`src/rtl/fb_pkg.sv`:
```
// Shared types and defaults for the framebuffer memory arbiter.
// The arbiter FSM, default widths and the CPU write-buffer entry layout live here.
package fb_pkg;

    localparam int FB_ADDR_W     = 15;
    localparam int FB_DATA_W     = 8;
    localparam int FB_FIFO_DEPTH = 4;

    typedef enum logic [1:0] {
        IDLE  = 2'd0,
        DRAIN = 2'd1,
        CLEAR = 2'd2
    } fb_state_e;

    typedef struct packed {
        logic [FB_ADDR_W-1:0] addr;
        logic [FB_DATA_W-1:0] data;
    } fb_wr_entry_t;

    function automatic int fb_cnt_w(input int depth);
        return $clog2(depth) + 1;
    endfunction

endpackage

```
`src/rtl/fb_wr_fifo.sv`:
```
// Synchronous FIFO buffering CPU framebuffer writes until a free RAM slot.
// Combinational read of the head entry; count/full/empty update on the push/pop edge.
module fb_wr_fifo #(
    parameter int WIDTH = 23,
    parameter int DEPTH = 4,
    localparam int PTR_W = (DEPTH > 1) ? $clog2(DEPTH) : 1,
    localparam int CNT_W = $clog2(DEPTH) + 1
) (
    input  logic             Clk,
    input  logic             Reset,
    input  logic             i_push,
    input  logic             i_pop,
    input  logic [WIDTH-1:0] i_wdata,
    output logic [WIDTH-1:0] o_rdata,
    output logic             o_full,
    output logic             o_empty,
    output logic [CNT_W-1:0] o_count
);

    logic [WIDTH-1:0] r_mem [DEPTH];
    logic [PTR_W-1:0] r_wr_ptr;
    logic [PTR_W-1:0] r_rd_ptr;
    logic [CNT_W-1:0] r_count;
    logic             w_do_push;
    logic             w_do_pop;

    assign o_full   = (r_count == CNT_W'(DEPTH));
    assign o_empty  = (r_count == '0);
    assign o_count  = r_count;
    assign o_rdata  = r_mem[r_rd_ptr];

    // A push into a full FIFO is legal only when the head leaves on the same edge.
    assign w_do_pop  = i_pop && !o_empty;
    assign w_do_push = i_push && (!o_full || w_do_pop);

    always_ff @(posedge Clk) begin
        if (w_do_push) begin
            r_mem[r_wr_ptr] <= i_wdata;
        end
    end

    always_ff @(posedge Clk or posedge Reset) begin
        if (Reset) begin
            r_wr_ptr <= '0;
            r_rd_ptr <= '0;
            r_count  <= '0;
        end else begin
            if (w_do_push) begin
                r_wr_ptr <= r_wr_ptr + PTR_W'(1);
            end
            if (w_do_pop) begin
                r_rd_ptr <= r_rd_ptr + PTR_W'(1);
            end
            case ({w_do_push, w_do_pop})
                2'b10:   r_count <= r_count + CNT_W'(1);
                2'b01:   r_count <= r_count - CNT_W'(1);
                default: r_count <= r_count;
            endcase
        end
    end

endmodule

```
`src/rtl/fb_mem_arbiter.sv`:
```
// Arbitrates the single-port framebuffer RAM between scanout reads (always first),
// a fill-clear sequencer and buffered CPU writes; one RAM operation per cycle.
module fb_mem_arbiter
    import fb_pkg::*;
#(
    parameter int ADDR_W     = FB_ADDR_W,
    parameter int DATA_W     = FB_DATA_W,
    parameter int FIFO_DEPTH = FB_FIFO_DEPTH
) (
    input  logic              Clk,
    input  logic              Reset,
    input  logic              WrReq,
    input  logic [ADDR_W-1:0] WrAddr,
    input  logic [DATA_W-1:0] WrData,
    output logic              WrFull,
    output logic              Overflow,
    input  logic              RdReq,
    input  logic [ADDR_W-1:0] RdAddr,
    output logic              RdValid,
    output logic [DATA_W-1:0] RdData,
    input  logic              ClrReq,
    input  logic [DATA_W-1:0] ClrValue,
    output logic              ClrBusy,
    output logic [ADDR_W-1:0] MemAddr,
    output logic              MemWe,
    output logic [DATA_W-1:0] MemWData,
    input  logic [DATA_W-1:0] MemRData
);

    localparam int CNT_W = fb_cnt_w(FIFO_DEPTH);
    localparam int ENT_W = ADDR_W + DATA_W;

    fb_state_e         r_state;
    fb_state_e         w_state_next;
    logic [ADDR_W-1:0] r_clr_addr;
    logic [DATA_W-1:0] r_clr_value;
    logic [CNT_W-1:0]  r_drain_cnt;
    logic              r_rd_d1;
    logic              r_rd_d2;

    logic              w_fifo_full;
    logic              w_fifo_empty;
    logic [CNT_W-1:0]  w_count;
    logic [CNT_W-1:0]  w_count_next;
    logic [ENT_W-1:0]  w_fifo_rdata;
    logic              w_push;
    logic              w_pop;
    logic              w_drop;
    logic              w_clr_wr;
    logic              w_clr_last;

    fb_wr_fifo #(
        .WIDTH (ENT_W),
        .DEPTH (FIFO_DEPTH)
    ) u_wr_fifo (
        .Clk     (Clk),
        .Reset   (Reset),
        .i_push  (w_push),
        .i_pop   (w_pop),
        .i_wdata ({WrAddr, WrData}),
        .o_rdata (w_fifo_rdata),
        .o_full  (w_fifo_full),
        .o_empty (w_fifo_empty),
        .o_count (w_count)
    );

    assign WrFull  = w_fifo_full;
    assign ClrBusy = (r_state != IDLE);

    // r_drain_cnt counts only entries queued before the clear request, so
    // writes arriving during DRAIN wait behind the fill instead of landing before it.
    always_comb begin
        w_clr_wr     = !RdReq && (r_state == CLEAR);
        w_clr_last   = w_clr_wr && (&r_clr_addr);
        w_pop        = !RdReq && !w_fifo_empty &&
                       ((r_state == IDLE) || ((r_state == DRAIN) && (r_drain_cnt != '0)));
        w_push       = WrReq && (!w_fifo_full || w_pop);
        w_drop       = WrReq && !w_push;
        w_count_next = w_count;
        if (w_push && !w_pop) begin
            w_count_next = w_count + CNT_W'(1);
        end else if (!w_push && w_pop) begin
            w_count_next = w_count - CNT_W'(1);
        end
    end

    always_comb begin
        w_state_next = r_state;
        case (r_state)
            IDLE:    if (ClrReq) w_state_next = DRAIN;
            DRAIN:   if (r_drain_cnt == '0) w_state_next = CLEAR;
            CLEAR:   if (w_clr_last) w_state_next = IDLE;
            default: w_state_next = IDLE;
        endcase
    end

    always_ff @(posedge Clk or posedge Reset) begin
        if (Reset) begin
            r_state <= IDLE;
        end else begin
            r_state <= w_state_next;
        end
    end

    always_ff @(posedge Clk or posedge Reset) begin
        if (Reset) begin
            r_clr_value <= '0;
            r_drain_cnt <= '0;
            r_clr_addr  <= '0;
        end else begin
            if ((r_state == IDLE) && ClrReq) begin
                r_clr_value <= ClrValue;
                r_drain_cnt <= w_count_next;
            end else if ((r_state == DRAIN) && w_pop) begin
                r_drain_cnt <= r_drain_cnt - CNT_W'(1);
            end
            if (r_state == DRAIN) begin
                r_clr_addr <= '0;
            end else if (w_clr_wr) begin
                r_clr_addr <= r_clr_addr + ADDR_W'(1);
            end
        end
    end

    // RAM port: MemAddr holds its last value in slots with no operation.
    always_ff @(posedge Clk or posedge Reset) begin
        if (Reset) begin
            MemAddr  <= '0;
            MemWe    <= 1'b0;
            MemWData <= '0;
        end else if (RdReq) begin
            MemAddr <= RdAddr;
            MemWe   <= 1'b0;
        end else if (w_clr_wr) begin
            MemAddr  <= r_clr_addr;
            MemWe    <= 1'b1;
            MemWData <= r_clr_value;
        end else if (w_pop) begin
            MemAddr  <= w_fifo_rdata[ENT_W-1:DATA_W];
            MemWe    <= 1'b1;
            MemWData <= w_fifo_rdata[DATA_W-1:0];
        end else begin
            MemWe <= 1'b0;
        end
    end

    // Address goes out on edge k, RAM answers after k+1, result registered at k+2.
    always_ff @(posedge Clk or posedge Reset) begin
        if (Reset) begin
            r_rd_d1  <= 1'b0;
            r_rd_d2  <= 1'b0;
            RdValid  <= 1'b0;
            RdData   <= '0;
            Overflow <= 1'b0;
        end else begin
            r_rd_d1 <= RdReq;
            r_rd_d2 <= r_rd_d1;
            RdValid <= r_rd_d2;
            if (r_rd_d2) begin
                RdData <= MemRData;
            end
            if (w_drop) begin
                Overflow <= 1'b1;
            end
        end
    end

endmodule
```
`config.mk`:
```
export PLATFORM = sky130hd
export DESIGN_NAME = fb_mem_arbiter
export DESIGN_NICKNAME = d
export VERILOG_FILES = /design/src/rtl/fb_pkg.sv /design/src/rtl/fb_wr_fifo.sv /design/src/rtl/fb_mem_arbiter.sv
export SDC_FILE = /design/constraint.sdc
export NUM_CORES = 1
export LEC_CHECK = 0
export BUFFER_PORTS_ARGS = -buffer_cell sky130_fd_sc_hd__buf_2
export CAP_MARGIN = 20
export CELL_PAD_IN_SITES_DETAIL_PLACEMENT = 2
export CELL_PAD_IN_SITES_GLOBAL_PLACEMENT = 2
export CORE_ASPECT_RATIO = 0.7
export CORE_MARGIN = 8
export CORE_UTILIZATION = 43
export DETAILED_ROUTE_END_ITERATION = 10
export GPL_TIMING_DRIVEN = 0
export PLACE_DENSITY_LB_ADDON = 0.1
export SLEW_MARGIN = 20
export SYNTH_ARGS = -nofsm -noshare
export SYNTH_HDL_FRONTEND = slang
export SYNTH_SLANG_ARGS = --single-unit
```
`constraint.sdc`:
```
create_clock -name Clk -period 6.7 [get_ports Clk]
set_input_delay 1.34 -clock Clk [delete_from_list [all_inputs] [get_ports Clk]]
set_output_delay 1.34 -clock Clk [all_outputs]
set_load 0.02 [all_outputs]
```
# ---- Yosys cells after proc, flatten, opt, wreduce, memory -nomap -nowiden
# Memories as Yosys holds them, arrays and structs flattened.
# Index checks and enable logic that the tools add are counted.
dict set report op_classes {
  n_addsub 6
  n_eq_ne 8
  mux 21
  n_bitwise 1
  n_reduce_logical 34
}
# operator count
set ops {}
lappend ops {{$mux W15} 5}
lappend ops {{$mux W8} 2}
lappend ops {{$add A15 B1 Y15 const B} 1}
lappend ops {{$reduce_and A15 Y1} 1}
lappend ops {{$logic_and A1 B1 Y1} 13}
lappend ops {{$mux W3} 4}
lappend ops {{$reduce_bool A2 Y1} 5}
lappend ops {{$logic_not A3 Y1} 2}
lappend ops {{$mux W2} 3}
lappend ops {{$pmux W2 S3} 1}
lappend ops {{$pmux W3 S2} 1}
lappend ops {{$reduce_bool A3 Y1} 2}
lappend ops {{$sub A3 B1 Y3 const B} 2}
lappend ops {{$logic_not A1 Y1} 5}
lappend ops {{$mux W1} 5}
lappend ops {{$add A2 B1 Y2 const B} 2}
lappend ops {{$eq A2 B1 Y1 const B} 2}
lappend ops {{$eq A2 B2 Y1 const B} 2}
lappend ops {{$ne A2 B2 Y1 const B} 2}
lappend ops {{$add A3 B1 Y3 const B} 1}
lappend ops {{$eq A3 B3 Y1 const B} 1}
lappend ops {{$logic_or A1 B1 Y1} 3}
lappend ops {{$reduce_and A3 Y1} 1}
lappend ops {{$logic_not A2 Y1} 1}
lappend ops {{other kinds (3)} 3}
dict set report totals {
  reg_bits 71
  ramBits 92
  memories 1
}
# name words word_bits read_ports rd_ports_with_merged_regs write_ports line_no
set memory_table {}
lappend memory_table {u_wr_fifo.r_mem 4 23 1 0 1 fb_wr_fifo.sv:20} ;# logic [WIDTH-1:0] r_mem [DEPTH];

# ---- Depth between registers and ports, before layout
# Gate-level depths: netlist (run 1).
dict set report depth {
  ltp_word 11
  depth_mapped 11
  depth_no_buf 11
}

# ---- Hierarchy
# A second synthesis (run 1) with hierarchy kept.
dict set report hier_totals {
  hier_cells 463
  hier_area_um2 6964.2
}
# mod instances cells_per_inst area_each_um2 seq_area_each_um2
set by_module_without_submodules {}
lappend by_module_without_submodules {fb_wr_fifo 1 160 3753.6 2937.8}
lappend by_module_without_submodules {fb_mem_arbiter 1 303 3210.6 1601.5}

# ---- Worst setup path after synthesis (run 1)
# Ideal clock, no wire load.
dict set report synth_path {
  path_kind {input-to-reg}
  from {in RdReq}
  to {mem u_wr_fifo.r_mem[0][0] (enable)}
  t_arrival_ns 2.723
  slack_ns 3.595
  stages 3
  n_path_buf 0
  cell_sequence {or3_4 > a21boi_1 > and2_1}
}
dict set report synth_between {
  elab_chain_len 8
  word_cells_on_any_way 10
  classes_between {2 x mux; 8 x reduce/logical}
}
# item line_no
set synth_rtl {}
lappend synth_rtl {{start, declared} fb_mem_arbiter.sv:17} ;# input logic RdReq,
lappend synth_rtl {{$logic_not A1 Y1 *} fb_mem_arbiter.sv:75} ;# w_pop = !RdReq && !w_fifo_empty &&
lappend synth_rtl {{$logic_and A1 B1 Y1 * (2 in series)} fb_mem_arbiter.sv:75}
lappend synth_rtl {{$logic_or A1 B1 Y1 / $logic_and A1 B1 Y1 (equally long branches)} {fb_mem_arbiter.sv:77, fb_wr_fifo.sv:33}}
lappend synth_rtl {{$logic_and A1 B1 Y1 / $logic_or A1 B1 Y1 (equally long branches)} {fb_mem_arbiter.sv:77, fb_wr_fifo.sv:34}}
lappend synth_rtl {{$logic_and A1 B1 Y1 *} fb_wr_fifo.sv:34} ;# assign w_do_push = i_push && (!o_full || w_do_pop);
lappend synth_rtl {{$mux W1 *} fb_wr_fifo.sv:37} ;# if (w_do_push) begin
lappend synth_rtl {{$mux W1 (not written as such) *} fb_wr_fifo.sv:38} ;# r_mem[r_wr_ptr] <= i_wdata;
lappend synth_rtl {{end, declared} fb_wr_fifo.sv:20}
# Mark *: on every way between the ends. The rest lies on a longest branch, timed or not.

# ---- Worst setup path after layout (run 1)
dict set report layout_path {
  from {in RdReq}
  to {mem u_wr_fifo.r_mem[1][18] (enable)}
}
# Same word-level chain as after synthesis.

==> metrics.txt, run 1 <==
die height=121 um; HPWL Detailed=around 13 mm; ratio of final minimum period to clock period=0.483; syn_area_per_cell=roughly 14 um2; max cap viols=0; total power draw=roughly 0.0031 W; peak supply drop=227 uV; drt total wl=between 15 and 20 mm; Worst Path Buf+Inv=1; final setup fails=0; initial antenna violation count=0; Final TNS setup=0 ns; syn nets=570; GRT Overall Usage=0.193; Seq/Total Area, Yosys=0.667; final clock skew=roughly 0.0065 ns; global route overflow=0; PortBufs=94; routed length per instance=between 20 and 25 um; Startpoint Class=primary input; clock latency on the worst-skew pair=~0.43 ns; PD cells=roughly 390 nW/um2; I/O pin cnt=95; FF+latch count, synth=~160; DRT antenna net count=0; Critical Path Fanout Max=23; most common cell in the netlist=nand2_1; EDFF count, synth=around 90; slowest stage delay, CP=0.73 ns; Lkg Pwr=about 3.3 nW; Initial Util=0.439; top cell type's share of synthesized area=0.406; pin count of the biggest net entering global routing=44; Layout area overhead=19.8%; Fin. Hold Viols=0; Worst EP arrival=3.31 ns; fin. max-slew vios=0; CP Data Required Time=6.77 ns; Primary FF master, synth=edfxtp_1; status=complete, no violations; CP Capture Type=flop; drt pass-1 iters=4; commonest cells in the netlist=95 x nand2_1, 92 x edfxtp_1, 71 x dfrtp_1; unrepaired setup endpoints after global routing=no; cells after synthesis=500; vias per cell=around 5.4; Die X=166 um; H-tree Lvls=4; Setup Crit Path Kind=primary input to flop; vias in the first global route=5025; CTS sink count=~160; first-pass GRT wire length=about 30 mm; Crit-path slowest cell=and2_2; synthesized area=6800 um2; Clk pin slew, worst setup/hold paths=about 0.07 ns; core area=around 15000 um2; share of cells above drive strength 1=0.290; CTS root buffer=clkbuf_16; vias=4441; Critical Path, Cell by Cell=buf_2 -> or3_4 -> a21boi_1 -> and2_2; Max-slew headroom=0.406; Hold-fix buffers, CTS=0; Hold WC Path Type=flop to flop; asr flop ratio synth=0.436; initial drt markers=197; crit-path leading delay family=simple AND/OR/NAND/NOR gates; TritonCTS clock tree=done; layout net count=~680; post-synth top area cell=edfxtp_1; fmax=309 MHz; post-CTS sizing=0; antenna cells=0; Post-CTS Setup Bufs=0; Tmin final=roughly 3.2 ns; Least-Margin Pin Slew=slightly below 0.9 ns; top post-synthesis cells by area=edfxtp_1 41%, dfrtp_1 26%, mux4_2 7.6%; Netlist cell types=between 40 and 50; Ys Warns=0; Inserted Clock Buffers=17; die area=a little over 20000 um2; gpl congestion=between 0.7 and 0.8; drt drc=0; FP Rows=38; CTS Buffer Depth=2
-- placed cells by master, fill, tap and decap left out, types with 2 or more instances in the layout --
master | netlist | layout
mux2_2 | 8 | 8
xor2_1 | 3 | 3
nand4_1 | 2 | 2
o211ai_1 | 2 | 2
buf_4 | 2 | 2
a22oi_1 | 5 | 5
buf_2 | 8 | 102
a21oi_1 | 22 | 22
nand2_1 | 95 | 95
nor3_1 | 2 | 2
ha_1 | 11 | 11
buf_6 | 2 | 2
o31ai_1 | 2 | 2
o22ai_1 | 3 | 3
clkbuf_1 | 13 | 13
inv_8 | 0 | 6
a21o_1 | 2 | 2
dfrtp_1 | 71 | 71
o21ai_0 | 41 | 41
mux2i_1 | 5 | 5
xnor2_1 | 8 | 8
nand2b_1 | 2 | 2
edfxtp_1 | 92 | 92
inv_1 | 15 | 14
and2_2 | 0 | 4
nand3_1 | 10 | 10
nor2b_1 | 2 | 2
clkbuf_16 | 0 | 17
clkinv_8 | 0 | 3
clkinv_4 | 0 | 4
nor2_1 | 25 | 25
mux4_2 | 23 | 23
-- state kept, by name, summed over array words and instances, names as in the netlist, 2 cells and up --
register            count
MemAddr                15
MemWData                8
r_state                 2
r_drain_cnt             3
r_clr_value             8
r_clr_addr             15
u_wr_fifo.r_wr_ptr      2
u_wr_fifo.r_mem        92
u_wr_fifo.o_count       3
RdData                  8
u_wr_fifo.r_rd_ptr      2
-- cell type report --
class	instances	area [um2]
Buffer	25	126
Clock buffer	17	425
Clock inverter	15	164
Fill cell	1477	7350
Inverter	15	58.8
Multi-Input combinational cell	297	2080
Sequential cell	163	4540
Tap cell	200	250
Timing Repair Buffer	95	498
-- metal layers --
metal | up-vias | part of all wire | GRT usage
met5 | - | 0 | 0
met4 | 0 | 0.010 | 0.0544
li1 | 2037 | - | -
met2 | 80 | 0.49 | 0.324
met3 | 15 | 0.032 | 0.0452
met1 | 2309 | 0.46 | 0.251
-- path summary, 6_finish.rpt --
path / to / slack [ns] / cells past startpoint / from
worst max-delay path: u_wr_fifo.r_mem[1][18] / 3.46 / 4 / RdReq
worst max register to register: u_wr_fifo.r_mem[1][18] / 3.50 / 6 / u_wr_fifo.o_count[0]
worst min register to register: r_rd_d2 / 0.36 / 0 / r_rd_d1
worst min-delay path: r_rd_d2 / 0.36 / 0 / r_rd_d1
min in group asynchronous: u_wr_fifo.o_count[0] / 0.90 / 2 / Reset
max in group asynchronous: MemWData[2] / 5.24 / 3 / Reset
-- cell families (layout without fill, tap and decap cells) --
| family | after synthesis | count (layout) | synth area share |
|---|---|---|---|
| DFF | 163 | 163 | 0.667 |
| and+or+nand+nor | 153 | 153 | 0.102 |
| AOI/OAI and AO/OA | 86 | 86 | 0.0723 |
| buffers and inverters | 40 | 167 | 0.0269 |
| muxes | 36 | 36 | 0.0968 |
| adders and majority gates | 11 | 11 | 0.0202 |
| xor gates and xnor gates | 11 | 11 | 0.0142 |
-- stage by stage --
stage                     cells   util  hold slack [ns]  worst slack, ns  cell area, um2
after detailed placement    795  0.488            0.347             3.09            7560
after floorplan             500      -            0.331             3.56            6800
after global routing        827  0.526            0.369             3.39            8150
final                       827  0.526            0.356             3.46            8150
after global placement      794  0.485            0.336             2.60            7520
after CTS                   827  0.526            0.362             3.47            8150
-- where the power goes --
part,switching (W),total [W],internal [W]
Combinational,0.000465,0.000784,0.000319
Clock,0.000474,0.000975,0.000501
Sequential,0.000106,0.00139,0.00128
Total,0.00105,0.00315,0.00210
Note: power is estimated with default switching activity, not from simulation.
==> run 2, diff against run 1 <==
--- a/config.mk
+++ b/config.mk
@@ -5,13 +5,14 @@
 export SDC_FILE = /design/constraint.sdc
 export NUM_CORES = 1
 export LEC_CHECK = 0
+export ABC_AREA = 1
 export BUFFER_PORTS_ARGS = -buffer_cell sky130_fd_sc_hd__buf_2
 export CAP_MARGIN = 20
 export CELL_PAD_IN_SITES_DETAIL_PLACEMENT = 2
 export CELL_PAD_IN_SITES_GLOBAL_PLACEMENT = 2
 export CORE_ASPECT_RATIO = 0.7
 export CORE_MARGIN = 8
-export CORE_UTILIZATION = 43
+export CORE_UTILIZATION = 34
 export DETAILED_ROUTE_END_ITERATION = 10
 export GPL_TIMING_DRIVEN = 0
 export PLACE_DENSITY_LB_ADDON = 0.1
==> constraint.sdc (replaced) <==
create_clock -name Clk -period 2.7 [get_ports Clk]
set_input_delay 0.54 -clock Clk [delete_from_list [all_inputs] [get_ports Clk]]
set_output_delay 0.54 -clock Clk [all_outputs]
set_load 0.02 [all_outputs]
==> metrics.txt, run 2 <==
Setup Crit Path Kind=flop to flop (was primary input to flop); GRT Overall Usage=0.177 (was 0.193); drt total wl=21.8 mm (was 18.8 mm); post-CTS sizing=0 (unchanged); crit-path leading delay family=buffers and inverters (was simple AND/OR/NAND/NOR gates); first-pass GRT wire length=34.4 mm (was 29.7 mm); Fin. Hold Viols=0 (unchanged); most common cell in the netlist=nand2_1 (unchanged); top cell type's share of synthesized area=0.400 (was 0.406); Worst EP arrival=2.63 ns (was 3.31 ns); CTS Buffer Depth=2 (unchanged); ratio of final minimum period to clock period=0.921; fmax=between 400 and 500 MHz; vias per cell=5.04 (was 5.37); Tmin final=between 2 and 2.5 ns; commonest cells in the netlist=131 x nand2_1, 92 x edfxtp_1, 73 x nor2_1 (was 95 x nand2_1, 92 x edfxtp_1, 71 x dfrtp_1); total power draw=0.00956 W (was 0.00315 W); design area=8560 um2 (was 8150 um2); initial antenna violation count=1 (was 0); clock latency on the worst-skew pair=0.43 ns (about the same); slowest stage delay, CP=0.35 ns (was 0.73 ns); share of cells above drive strength 1=0.228 (was 0.290); pre-CTS setup slack=-0.000769 ns (was 3.09 ns); initial drt markers=267 (was 197); I/O pin cnt=95 (unchanged); DRT antenna net count=0 (unchanged); top post-synthesis cells by area=edfxtp_1 40%, dfrtp_1 26%, nand2_1 7.1% (was edfxtp_1 41%, dfrtp_1 26%, mux4_2 7.6%); Hold-fix buffers, CTS=0 (unchanged); met3 WL=697 um (was 608 um); post-synth top area cell=edfxtp_1 (unchanged); Netlist cell types=36 (was 47); Initial Util=0.348 (was 0.439); Worst Path Buf+Inv=3 (was 1); post-synthesis xor/xnor area fraction=0.00634 (was 0.0142); status=complete, no violations (unchanged); CP Data Required Time=2.84 ns (was 6.77 ns); Clk pin slew, worst setup/hold paths=0.07 ns (about the same); PD cells=1120 nW/um2 (was 387 nW/um2); Lkg Pwr=3.59 nW (was 3.31 nW); peak supply drop=430 uV (was 227 uV); final setup fails=0 (unchanged); syn nets=710 (was 570); Final TNS setup=0 ns (unchanged); H-tree Lvls=4 (unchanged); CTS root buffer=clkbuf_16 (unchanged); Synth Area in Adders=0.0199 (was 0.0202); gpl congestion=0.766 (was 0.758); worst reg2reg path endpoint=u_wr_fifo.r_mem[3][20] (was u_wr_fifo.r_mem[1][18]); drt pass-1 iters=4 (unchanged); Largest regs=u_wr_fifo.r_mem x92, MemAddr x15, r_clr_addr x15 (unchanged); cells after synthesis=640 (was 500); Synth Area in Simple Gates=0.154 (was 0.102); global route overflow=0 (unchanged); multiplexer area fraction after synthesis=0.0130 (was 0.0968); final clock skew=0.0119 ns (was 0.00648 ns); CP Capture Type=flop (unchanged); core area=19900 um2 (was 15500 um2); synthesized area=6910 um2 (was 6800 um2); routed length per instance=20.9 um (was 22.7 um); Crit-path slowest cell=dfrtp_1 (was and2_2); worst reg2reg path startpoint=r_drain_cnt[0] (was u_wr_fifo.o_count[0]); vias=5277 (was 4441); Hold WC Path Type=primary input to asynchronous set/reset pin (was flop to flop); Primary FF master, synth=edfxtp_1 (unchanged); Least-Margin Pin Slew=0.702 ns (was 0.889 ns); syn_area_per_cell=10.8 um2 (was 13.6 um2); Inserted Clock Buffers=17 (unchanged); FF+latch count, synth=163 (unchanged); layout net count=834 (was 684); Die X=186 um (was 166 um); die area=25200 um2 (was 20200 um2); reg2reg path depth=9 (was 6); crit path capture=u_wr_fifo.r_mem[3][20] (was u_wr_fifo.r_mem[1][18]); commonest non-fill, non-tap cell in the layout=nand2_1 (was buf_2); max layer used=met5 (was met4); antenna cells=0 (unchanged); HPWL Detailed=15.7 mm (was 13.2 mm); most used cell, CP=ha_1; Layout fillers=2081 (was 1477); Synth Area in Compound Gates=0.106 (was 0.0723); drt drc=0 (unchanged); Largest register FFs=92 (unchanged); pin count of the biggest net entering global routing=49 (was 44); most frequent cells in the layout=131 x nand2_1, 105 x buf_2, 92 x edfxtp_1, 71 x dfrtp_1, 69 x nor2_1 (was 102 x buf_2, 95 x nand2_1, 92 x edfxtp_1, 71 x dfrtp_1, 41 x o21ai_0); Startpoint Class=flop (was primary input); Max-slew headroom=0.532 (was 0.406); die height=135 um (was 121 um); R2R setup slack=0.21 ns (was 3.50 ns); final core utilization=0.431 (was 0.526); TritonCTS clock tree=done (unchanged); asr flop ratio synth=0.436 (unchanged); vias in the first global route=6015 (was 5025); Critical Path Fanout Max=14 (was 23); detailed-routing wirelength on met1=9.95 mm (was 8.69 mm); Seq/Total Area, Yosys=0.657 (was 0.667); cell depth of the worst setup path=9 (was 4); Layout area overhead=23.9% (was 19.8%); Critical Path, Cell by Cell=inv_1 -> ha_1 -> ha_1 -> a21oi_2 -> nand2_4 -> inv_2 -> o21ai_4 -> nor2_4 -> buf_16 (was buf_2 -> or3_4 -> a21boi_1 -> and2_2); DP Area=7890 um2 (was 7560 um2); fin. max-slew vios=0 (unchanged); Ys Warns=0 (unchanged); Critical Path Source=r_drain_cnt[0] (was RdReq); unrepaired setup endpoints after global routing=no (unchanged); max cap viols=0 (unchanged); largest family of logic cells by synthesized area=simple AND/OR/NAND/NOR gates (unchanged); FP Rows=43 (was 38); WL met2=11.0 mm (was 9.27 mm); PortBufs=94 (unchanged); CTS sink count=163 (unchanged); fin worst setup slack=0.213 ns (was 3.46 ns); Top reg by flops=u_wr_fifo.r_mem (unchanged); EDFF count, synth=92 (unchanged)
run 2: cell count changes after synthesis, sizes merged, moves of 10 or more:
cell and delta:
nor2 +50, nand2 +39, inv +34, mux4 -23, nand3 +20, o22ai +14
a31oi +12, o21ai +10
run 2: worst min-delay path by stage:
stage	startpoint	endpoint	cells past startpoint
3_3_place_gp	r_rd_d1	r_rd_d2	0
3_5_place_dp	r_rd_d1	r_rd_d2	0
6_report	Reset	RdData[4]	2
2_1_floorplan	r_rd_d1	r_rd_d2	0
4_1_cts	Reset	r_clr_addr[13]	2
5_1_grt	Reset	RdData[0]	2
run 2: repair_timing:
item,in CTS,in global routing
pin swaps,2,2
endpoints found under the setup margin,28,30
buffers inserted,3,3
run 2: cells by family (layout without fill, tap and decap cells):
kind of cell / count (synthesis) / count (layout)
xor gates and xnor gates: 5 / 5
and+or+nand+nor: 255 / 255
buffers and inverters: 75 / 212
AOI/OAI and AO/OA: 123 / 123
muxes: 8 / 8
adders and majority gates: 11 / 11
DFF: 163 / 163
run 2: routing by layer:
layer  vias up  global-route usage
li1       2458                   -
met1      2709               0.222
met2        88               0.306
met3        20              0.0376
met4         2              0.0488
met5         -                   0
run 2: layout make-up:
class,count,area [um2],share of cell area
buffer,26,115,0.0134
clock buffer,17,425,0.0497
clock inverter,15,179,0.0209
inverter,49,186,0.0218
multi-input combinational,402,2100,0.245
sequential,163,4540,0.530
tap,270,338,0.0395
timing repair buffer,105,678,0.0792
run 2: metrics by stage:
| step | hold slack (ns) | std cells |
|---|---|---|
| 2_1_floorplan | 0.331 | 640 |
| 3_3_place_gp | 0.333 | 1004 |
| 3_5_place_dp | 0.354 | 1009 |
| 4_1_cts | 0.0730 | 1044 |
| 5_1_grt | 0.0894 | 1047 |
| 6_report | 0.0798 | 1047 |
run 2: report_power, final:
group	switching (W)	leakage (nW)	total (W)	internal [W]
Combinational	0.00232	1.58	0.00341	0.00108
Sequential	0.000327	1.72	0.00363	0.00330
Clock	0.00112	0.299	0.00253	0.00141
Total	0.00377	3.59	0.00956	0.00579
